[src/rtl/traffic_pkg.sv]
// Shared types and constants for the traffic phase controller.
// Light encodings are {red, yellow, green} per phase.
package traffic_pkg;

  typedef enum logic [1:0] {
    ST_ALLRED = 2'd0,
    ST_GREEN  = 2'd1,
    ST_YELLOW = 2'd2,
    ST_FLASH  = 2'd3
  } state_t;

  localparam logic [2:0] LIGHT_RED    = 3'b100;
  localparam logic [2:0] LIGHT_YELLOW = 3'b010;
  localparam logic [2:0] LIGHT_GREEN  = 3'b001;
  localparam logic [2:0] LIGHT_DARK   = 3'b000;

  // Ceiling log2; returns at least 1 so a 2-phase build still has a 1-bit index.
  function automatic int clog2(input int n);
    int r;
    r = 0;
    for (int v = n - 1; v > 0; v = v >> 1) r++;
    if (r < 1) r = 1;
    return r;
  endfunction

endpackage

[src/rtl/traffic_phase_timer.sv]
// Loadable down counter that saturates at zero; advances only on enabled ticks.
module traffic_phase_timer #(
  parameter int                   CNT_WIDTH = 8,
  parameter logic [CNT_WIDTH-1:0] RST_VALUE = '0
) (
  input  logic                 clk,
  input  logic                 rst,
  input  logic                 en,
  input  logic                 tick,
  input  logic                 load,
  input  logic [CNT_WIDTH-1:0] value,
  output logic [CNT_WIDTH-1:0] count,
  output logic                 zero
);

  localparam logic [CNT_WIDTH-1:0] ONE = CNT_WIDTH'(1);

  logic [CNT_WIDTH-1:0] count_reg;

  always_ff @(posedge clk) begin
    if (rst) begin
      count_reg <= RST_VALUE;
    end else if (en) begin
      if (load) begin
        count_reg <= value;
      end else if (tick && (count_reg != '0)) begin
        count_reg <= count_reg - ONE;
      end
    end
  end

  assign count = count_reg;
  assign zero  = (count_reg == '0);

endmodule

[src/rtl/traffic_phase_ctrl.sv]
// Multi-phase signal controller: GREEN -> YELLOW -> ALLRED rotation with phase skip,
// sticky pedestrian requests and a flashing-yellow fallback entered from ALLRED.
module traffic_phase_ctrl
  import traffic_pkg::*;
#(
  parameter int NUM_PHASES  = 4,
  parameter int CNT_WIDTH   = 8,
  parameter int YELLOW_TIME = 3,
  parameter int ALLRED_TIME = 2
) (
  input  logic                             clk,
  input  logic                             rst,
  input  logic                             en,
  input  logic                             tick,
  input  logic [NUM_PHASES*CNT_WIDTH-1:0]  green_time,
  input  logic [NUM_PHASES-1:0]            ped_req,
  input  logic                             flash_mode,
  output logic [3*NUM_PHASES-1:0]          light,
  output logic [clog2(NUM_PHASES)-1:0]     active_phase,
  output logic [CNT_WIDTH-1:0]             remain,
  output logic [NUM_PHASES-1:0]            ped_walk
);

  localparam int                   PW          = clog2(NUM_PHASES);
  localparam logic [CNT_WIDTH-1:0] ONE         = CNT_WIDTH'(1);
  localparam logic [CNT_WIDTH-1:0] YELLOW_LOAD = CNT_WIDTH'(YELLOW_TIME - 1);
  localparam logic [CNT_WIDTH-1:0] ALLRED_LOAD = CNT_WIDTH'(ALLRED_TIME - 1);
  localparam logic [PW-1:0]        LAST_PHASE  = PW'(NUM_PHASES - 1);

  state_t                    state_reg, state_next;
  logic [PW-1:0]             active_reg, active_next;
  logic [NUM_PHASES-1:0]     walk_reg, walk_next;
  logic [NUM_PHASES-1:0]     latch_reg, latch_next;
  logic                      blink_reg, blink_next;
  logic [3*NUM_PHASES-1:0]   light_reg, light_next;

  logic                      timer_zero, timer_load;
  logic [CNT_WIDTH-1:0]      timer_value;
  logic                      done;

  logic [CNT_WIDTH-1:0]      green_dur [NUM_PHASES];
  logic [NUM_PHASES-1:0]     green_nz;
  logic [PW-1:0]             next_phase;
  logic                      next_found;

  generate
    for (genvar gi = 0; gi < NUM_PHASES; gi++) begin : g_dur
      assign green_dur[gi] = green_time[gi*CNT_WIDTH +: CNT_WIDTH];
      assign green_nz[gi]  = |green_dur[gi];
    end
  endgenerate

  // Rotate-priority search: first nonzero-duration phase after the active one,
  // with the active phase itself considered last.
  always_comb begin
    logic [PW-1:0] idx;
    next_phase = active_reg;
    next_found = 1'b0;
    idx        = '0;
    for (int k = 1; k <= NUM_PHASES; k++) begin
      idx = PW'((int'(active_reg) + k) % NUM_PHASES);
      if (!next_found && green_nz[idx]) begin
        next_found = 1'b1;
        next_phase = idx;
      end
    end
  end

  assign done = en & tick & timer_zero;

  always_comb begin
    state_next  = state_reg;
    active_next = active_reg;
    walk_next   = walk_reg;
    latch_next  = latch_reg | ped_req;
    blink_next  = blink_reg;
    timer_load  = 1'b0;
    timer_value = ALLRED_LOAD;
    case (state_reg)
      ST_ALLRED: begin
        if (done) begin
          timer_load = 1'b1;
          if (flash_mode) begin
            state_next  = ST_FLASH;
            timer_value = '0;
            blink_next  = 1'b0;
          end else if (next_found) begin
            state_next             = ST_GREEN;
            active_next            = next_phase;
            timer_value            = green_dur[next_phase] - ONE;
            walk_next              = '0;
            walk_next[next_phase]  = latch_reg[next_phase] | ped_req[next_phase];
            latch_next[next_phase] = 1'b0;
          end
        end
      end
      ST_GREEN: begin
        if (done) begin
          state_next  = ST_YELLOW;
          timer_load  = 1'b1;
          timer_value = YELLOW_LOAD;
          walk_next   = '0;
        end
      end
      ST_YELLOW: begin
        if (done) begin
          state_next  = ST_ALLRED;
          timer_load  = 1'b1;
          timer_value = ALLRED_LOAD;
        end
      end
      ST_FLASH: begin
        if (en && tick) begin
          blink_next = ~blink_reg;
          if (!flash_mode) begin
            state_next  = ST_ALLRED;
            timer_load  = 1'b1;
            timer_value = ALLRED_LOAD;
            blink_next  = 1'b0;
          end
        end
      end
      default: state_next = ST_ALLRED;
    endcase
  end

  // Lights are decoded from the next state so the output register lines up with the state.
  generate
    for (genvar gi = 0; gi < NUM_PHASES; gi++) begin : g_light
      always_comb begin
        light_next[3*gi +: 3] = LIGHT_RED;
        case (state_next)
          ST_GREEN:  light_next[3*gi +: 3] = (active_next == PW'(gi)) ? LIGHT_GREEN : LIGHT_RED;
          ST_YELLOW: light_next[3*gi +: 3] = (active_next == PW'(gi)) ? LIGHT_YELLOW : LIGHT_RED;
          ST_FLASH:  light_next[3*gi +: 3] = blink_next ? LIGHT_YELLOW : LIGHT_DARK;
          default:   light_next[3*gi +: 3] = LIGHT_RED;
        endcase
      end
    end
  endgenerate

  always_ff @(posedge clk) begin
    if (rst) begin
      state_reg  <= ST_ALLRED;
      active_reg <= LAST_PHASE;
      walk_reg   <= '0;
      latch_reg  <= '0;
      blink_reg  <= 1'b0;
      light_reg  <= {NUM_PHASES{LIGHT_RED}};
    end else begin
      state_reg  <= state_next;
      active_reg <= active_next;
      walk_reg   <= walk_next;
      latch_reg  <= latch_next;
      blink_reg  <= blink_next;
      light_reg  <= light_next;
    end
  end

  traffic_phase_timer #(
    .CNT_WIDTH (CNT_WIDTH),
    .RST_VALUE (ALLRED_LOAD)
  ) u_timer (
    .clk   (clk),
    .rst   (rst),
    .en    (en),
    .tick  (tick),
    .load  (timer_load),
    .value (timer_value),
    .count (remain),
    .zero  (timer_zero)
  );

  assign light        = light_reg;
  assign active_phase = active_reg;
  assign ped_walk     = walk_reg;

endmodule
[config.mk]
export PLATFORM = sky130hd
export DESIGN_NAME = traffic_phase_ctrl
export DESIGN_NICKNAME = d
export VERILOG_FILES = /design/src/rtl/traffic_pkg.sv /design/src/rtl/traffic_phase_timer.sv /design/src/rtl/traffic_phase_ctrl.sv
export SDC_FILE = /design/constraint.sdc
export NUM_CORES = 1
export LEC_CHECK = 0
export ABC_AREA = 1
export BUFFER_PORTS_ARGS = -buffer_cell sky130_fd_sc_hd__buf_2
export CORE_ASPECT_RATIO = 0.7
export CORE_MARGIN = 5
export CORE_UTILIZATION = 54
export CTS_CLUSTER_SIZE = 8
export DETAILED_ROUTE_END_ITERATION = 6
export PLACE_DENSITY = 0.85
export SLEW_MARGIN = 30
export SYNTH_ARGS = -nofsm -noshare
export SYNTH_HDL_FRONTEND = slang
export SYNTH_SLANG_ARGS = --single-unit
[constraint.sdc]
create_clock -name clk -period 3.3 [get_ports clk]
set_input_delay 0.66 -clock clk [delete_from_list [all_inputs] [get_ports clk]]
set_output_delay 0.66 -clock clk [all_outputs]
set_load 0.05 [all_outputs]
==> summary.txt <==
Yosys
  – Top-area cell type share of the netlist area: 25.7%
  – Post-synth EDFFs: 0
  – Netlist cell types: 40
  – Most frequent cell after synthesis: nand2_1
  – Post-synth top cells: 128 x nand2_1, 50 x nor2_1, 38 x inv_1
  – Synth area leaders: dfxtp_1 26%, nand2_1 19%, nor2_1 7.3%, nand3_1 6.8%, inv_1 5.5%
  – Ys Warns: 0
  – Register area share after synthesis: 25.7%
  – Largest area contributor in the synthesized netlist: dfxtp_1
  – Synth Register Bits: 33
  – Cells after Synth: approximately 420
  – Synth async-reset ratio: 0%
  – Dominant synthesized flop cell: dfxtp_1
  – Synthesized area: roughly 0.0026 mm^2
  – Average instance area after synthesis: 6.20 um^2
  – Synthesized Nets: between 400 and 500

Layout
  – Number of flip-flops in the largest register: 12
  – Final core occ: around 64%
  – # fillers: 443
  – Share of layout cells above drive strength 1: 24.0%
  – Number of diodes: 0
  – Nets: 526
  – Area Overhead vs Synth: 16.9%

Clock network
  – Num Clock Sinks: 33
  – Root buf cell: clkbuf_8
  – CTS resizes: 0
  – H-tree levels: 2
  – Clock Pin Slew Worst Setup and Hold Paths: 70 ps
  – Worst-Skew Late Latency: 290 ps
  – CTS tree: done
  – Clock buffer count from CTS: 5
  – Post-CTS setup repair buffer count: 0
  – Clock buffer depth: 2
  – CTS hold repair buffers: 0

STA
  – RSZ-0062 raised after global routing: false
  – Post-layout min period: just under 3000 ps
  – Final setup viols: 0
  – Setup_tns: 0 ps
  – Clk_skew: ~1.5 ps
  – FMAX: around 340 MHz
  – Pins Over Slew Limit: 0
  – Relative slew margins: between 50% and 60%
  – Final hold viol count: 0
  – Slew @ Worst Pin: between 600 and 700 ps
  – Final WS setup: 341 ps
  – Crit share post-route: 89.7%

Critical path
  – Slowest stage delay, CP: about 700 ps
  – Cell mode on critical path: nand2_1
  – Critical path's slowest cell: dfxtp_1
  – Critical Path RT: 3520 ps
  – CP Buf/Inv Count: 2
  – CP startpoint kind: flop
  – Crit path max-delay family: simple AND/OR/NAND/NOR gates
  – Crit path max fanout: 16
  – Worst Setup End Kind: flop
  – Setup CP Type: reg -> reg
  – Crit path DAT: roughly 3200 ps
  – Crit path cell chain: inv_2, nand2_1, nand3_1, nand2_1, nand2_1, nand2_1, nand2_1, nand2_1, nand2_4, inv_2, nand2_1, nand2_2, ha_1, nand2_1, o21ai_0, nand3_1, a21oi_1

Routing
  – Max layer used: met4
  – Iter 0 DRT Violations: 247
  – Final ANT Viol Nets: 0
  – M1 WL: 3.40 mm
  – Via/cell ratio: 5.33
  – Via count: 2861
  – WL final: 6.86 mm
  – Avg WL per Cell: between 10 and 15 um
  – Met2 wire len: 3.08 mm
  – Pre-antenna DRT Iters: 5
  – Met3 Wirelength: 312 um
  – Remaining DRCs: 0

Place
  – Worst slack, placed: ~140 ps
  – Placer Congestion: 0.931
  – Port bufs: 66
  – Post-DP HPWL: 5.51 mm

Power
  – Lkg Pwr: 0.00148 uW
  – Maximum VDD drop: 0.000196 V
  – Seq pwr share: 40.2%
  – Sw frac: between 30% and 40%
  – Design internal power: 722 uW
  – Tot Pwr: 1070 uW
  – Psw: 344 uW
  – Cell area power density: about 350 mW/mm^2
  – Comb power frac: about a quarter
  – Clock group share of total power: between 30% and 40%

Floorplan
  – Rows: 21
  – Full die area: 0.00627 mm^2
  – Core region area: ~0.0047 mm^2
  – Die W: 92.5 um
  – IO Count: 67
  – Die Span Y: slightly below 70 um
  – Initial Utilization: about 55%

GRT
  – Largest net degree at the start of global routing: 18
  – Global-route wire length before repair: 11.4 mm
  – Initial antenna violation count: 0
  – Total gr overflow: 0
  – Tot GR Track Use: 22.4%
  – Vias in the first global route: 2622

Job
  – Max_cap viols: 0

Hold path
  – Min-delay worst type: reg -> reg

Status
  – Status: complete, no violations
[worst register-to-register path, delay by kind of cell, from the launching register on]
kind,cells,cell delay (ps)
buffers and inverters,2,420
AO/OA/AOI/OAI,2,300
adder cells (fa/ha/maj),1,260
flip-flops,1,710
AND/OR/NAND/NOR,12,1210
[through the flow]
step | cells | instance area (um^2) | hold slack [ps]
3_3_place_gp | 529 | 2900 | 448
2_1_floorplan | 415 | 2570 | 440
5_1_grt | 537 | 3010 | 486
4_1_cts | 537 | 3010 | 471
6_report | 537 | 3010 | 470
3_5_place_dp | 529 | 2900 | 460
[layer usage]
layer / global-route usage, % / vias to the layer above
met1: 30.0 / 1308
met3: 4.79 / 8
met2: 37.7 / 70
met5: 0 / -
li1: - / 1475
met4: 4.63 / 0
[cell families after synthesis]
family / count (synthesis) / share of synthesized area, %
AO/OA/AOI/OAI: 61 / 13.8
flip-flops: 33 / 25.7
AND/OR/NAND/NOR: 259 / 46.1
adder cells (fa/ha/maj): 6 / 2.92
buffers and inverters: 52 / 9.52
XOR/XNOR: 4 / 2.09
[area by class of cell]
type / count / area, um^2 / area share, %
Timing Repair Buffer: 66 / 330 / 11.0
Sequential cell: 33 / 661 / 21.9
Clock buffer: 5 / 68.8 / 2.29
Inverter: 43 / 164 / 5.44
Tap cell: 57 / 71.3 / 2.37
Clock inverter: 3 / 46.3 / 1.54
Multi-Input combinational cell: 330 / 1670 / 55.4
[power by group through the flow]
| stage | Clock (uW) | Sequential (uW) | Combinational [uW] |
|---|---|---|---|
| 6_report | 388 | 428 | 249 |
| 5_1_grt | 405 | 431 | 275 |
| 4_1_cts | 387 | 428 | 247 |
| 3_5_place_dp | 0 | 437 | 246 |
| 3_3_place_gp | 0 | 436 | 242 |
| 2_1_floorplan | 0 | 473 | 140 |
[cell usage in the layout (no fill, tap or decap), drive strengths merged]
cell / synthesis / routed
nor4: 1 / 1
ha: 6 / 6
inv: 43 / 43
or2: 2 / 2
o2111ai: 2 / 2
nor2: 53 / 53
a31oi: 3 / 3
nand3b: 1 / 1
dfxtp: 33 / 33
bufinv: 0 / 1
o211ai: 1 / 1
a21o: 1 / 1
a211oi: 1 / 1
nand2: 144 / 144
clkbuf: 4 / 5
xnor2: 3 / 3
buf: 5 / 66
a32oi: 1 / 1
nand3: 42 / 42
a21oi: 23 / 23
clkinvlp: 0 / 1
o21ai: 28 / 28
o21bai: 1 / 1
clkinv: 0 / 1
nor3: 12 / 12
xor2: 1 / 1
nand4: 4 / 4
[final timing paths]
kind                              start                            end  slack, ps  cells past startpoint
max          active_phase[0]$_SDFF_PP1_  u_timer.count[4]$_SDFFE_PP0P_        340                     17
min            ped_walk[3]$_SDFFE_PP0P_       ped_walk[3]$_SDFFE_PP0P_        470                      2
max reg2reg  active_phase[0]$_SDFF_PP1_  u_timer.count[4]$_SDFFE_PP0P_        340                     17
min reg2reg    ped_walk[3]$_SDFFE_PP0P_       ped_walk[3]$_SDFFE_PP0P_        470                      2
No activity file was read; power rests on OpenSTA's default activity.
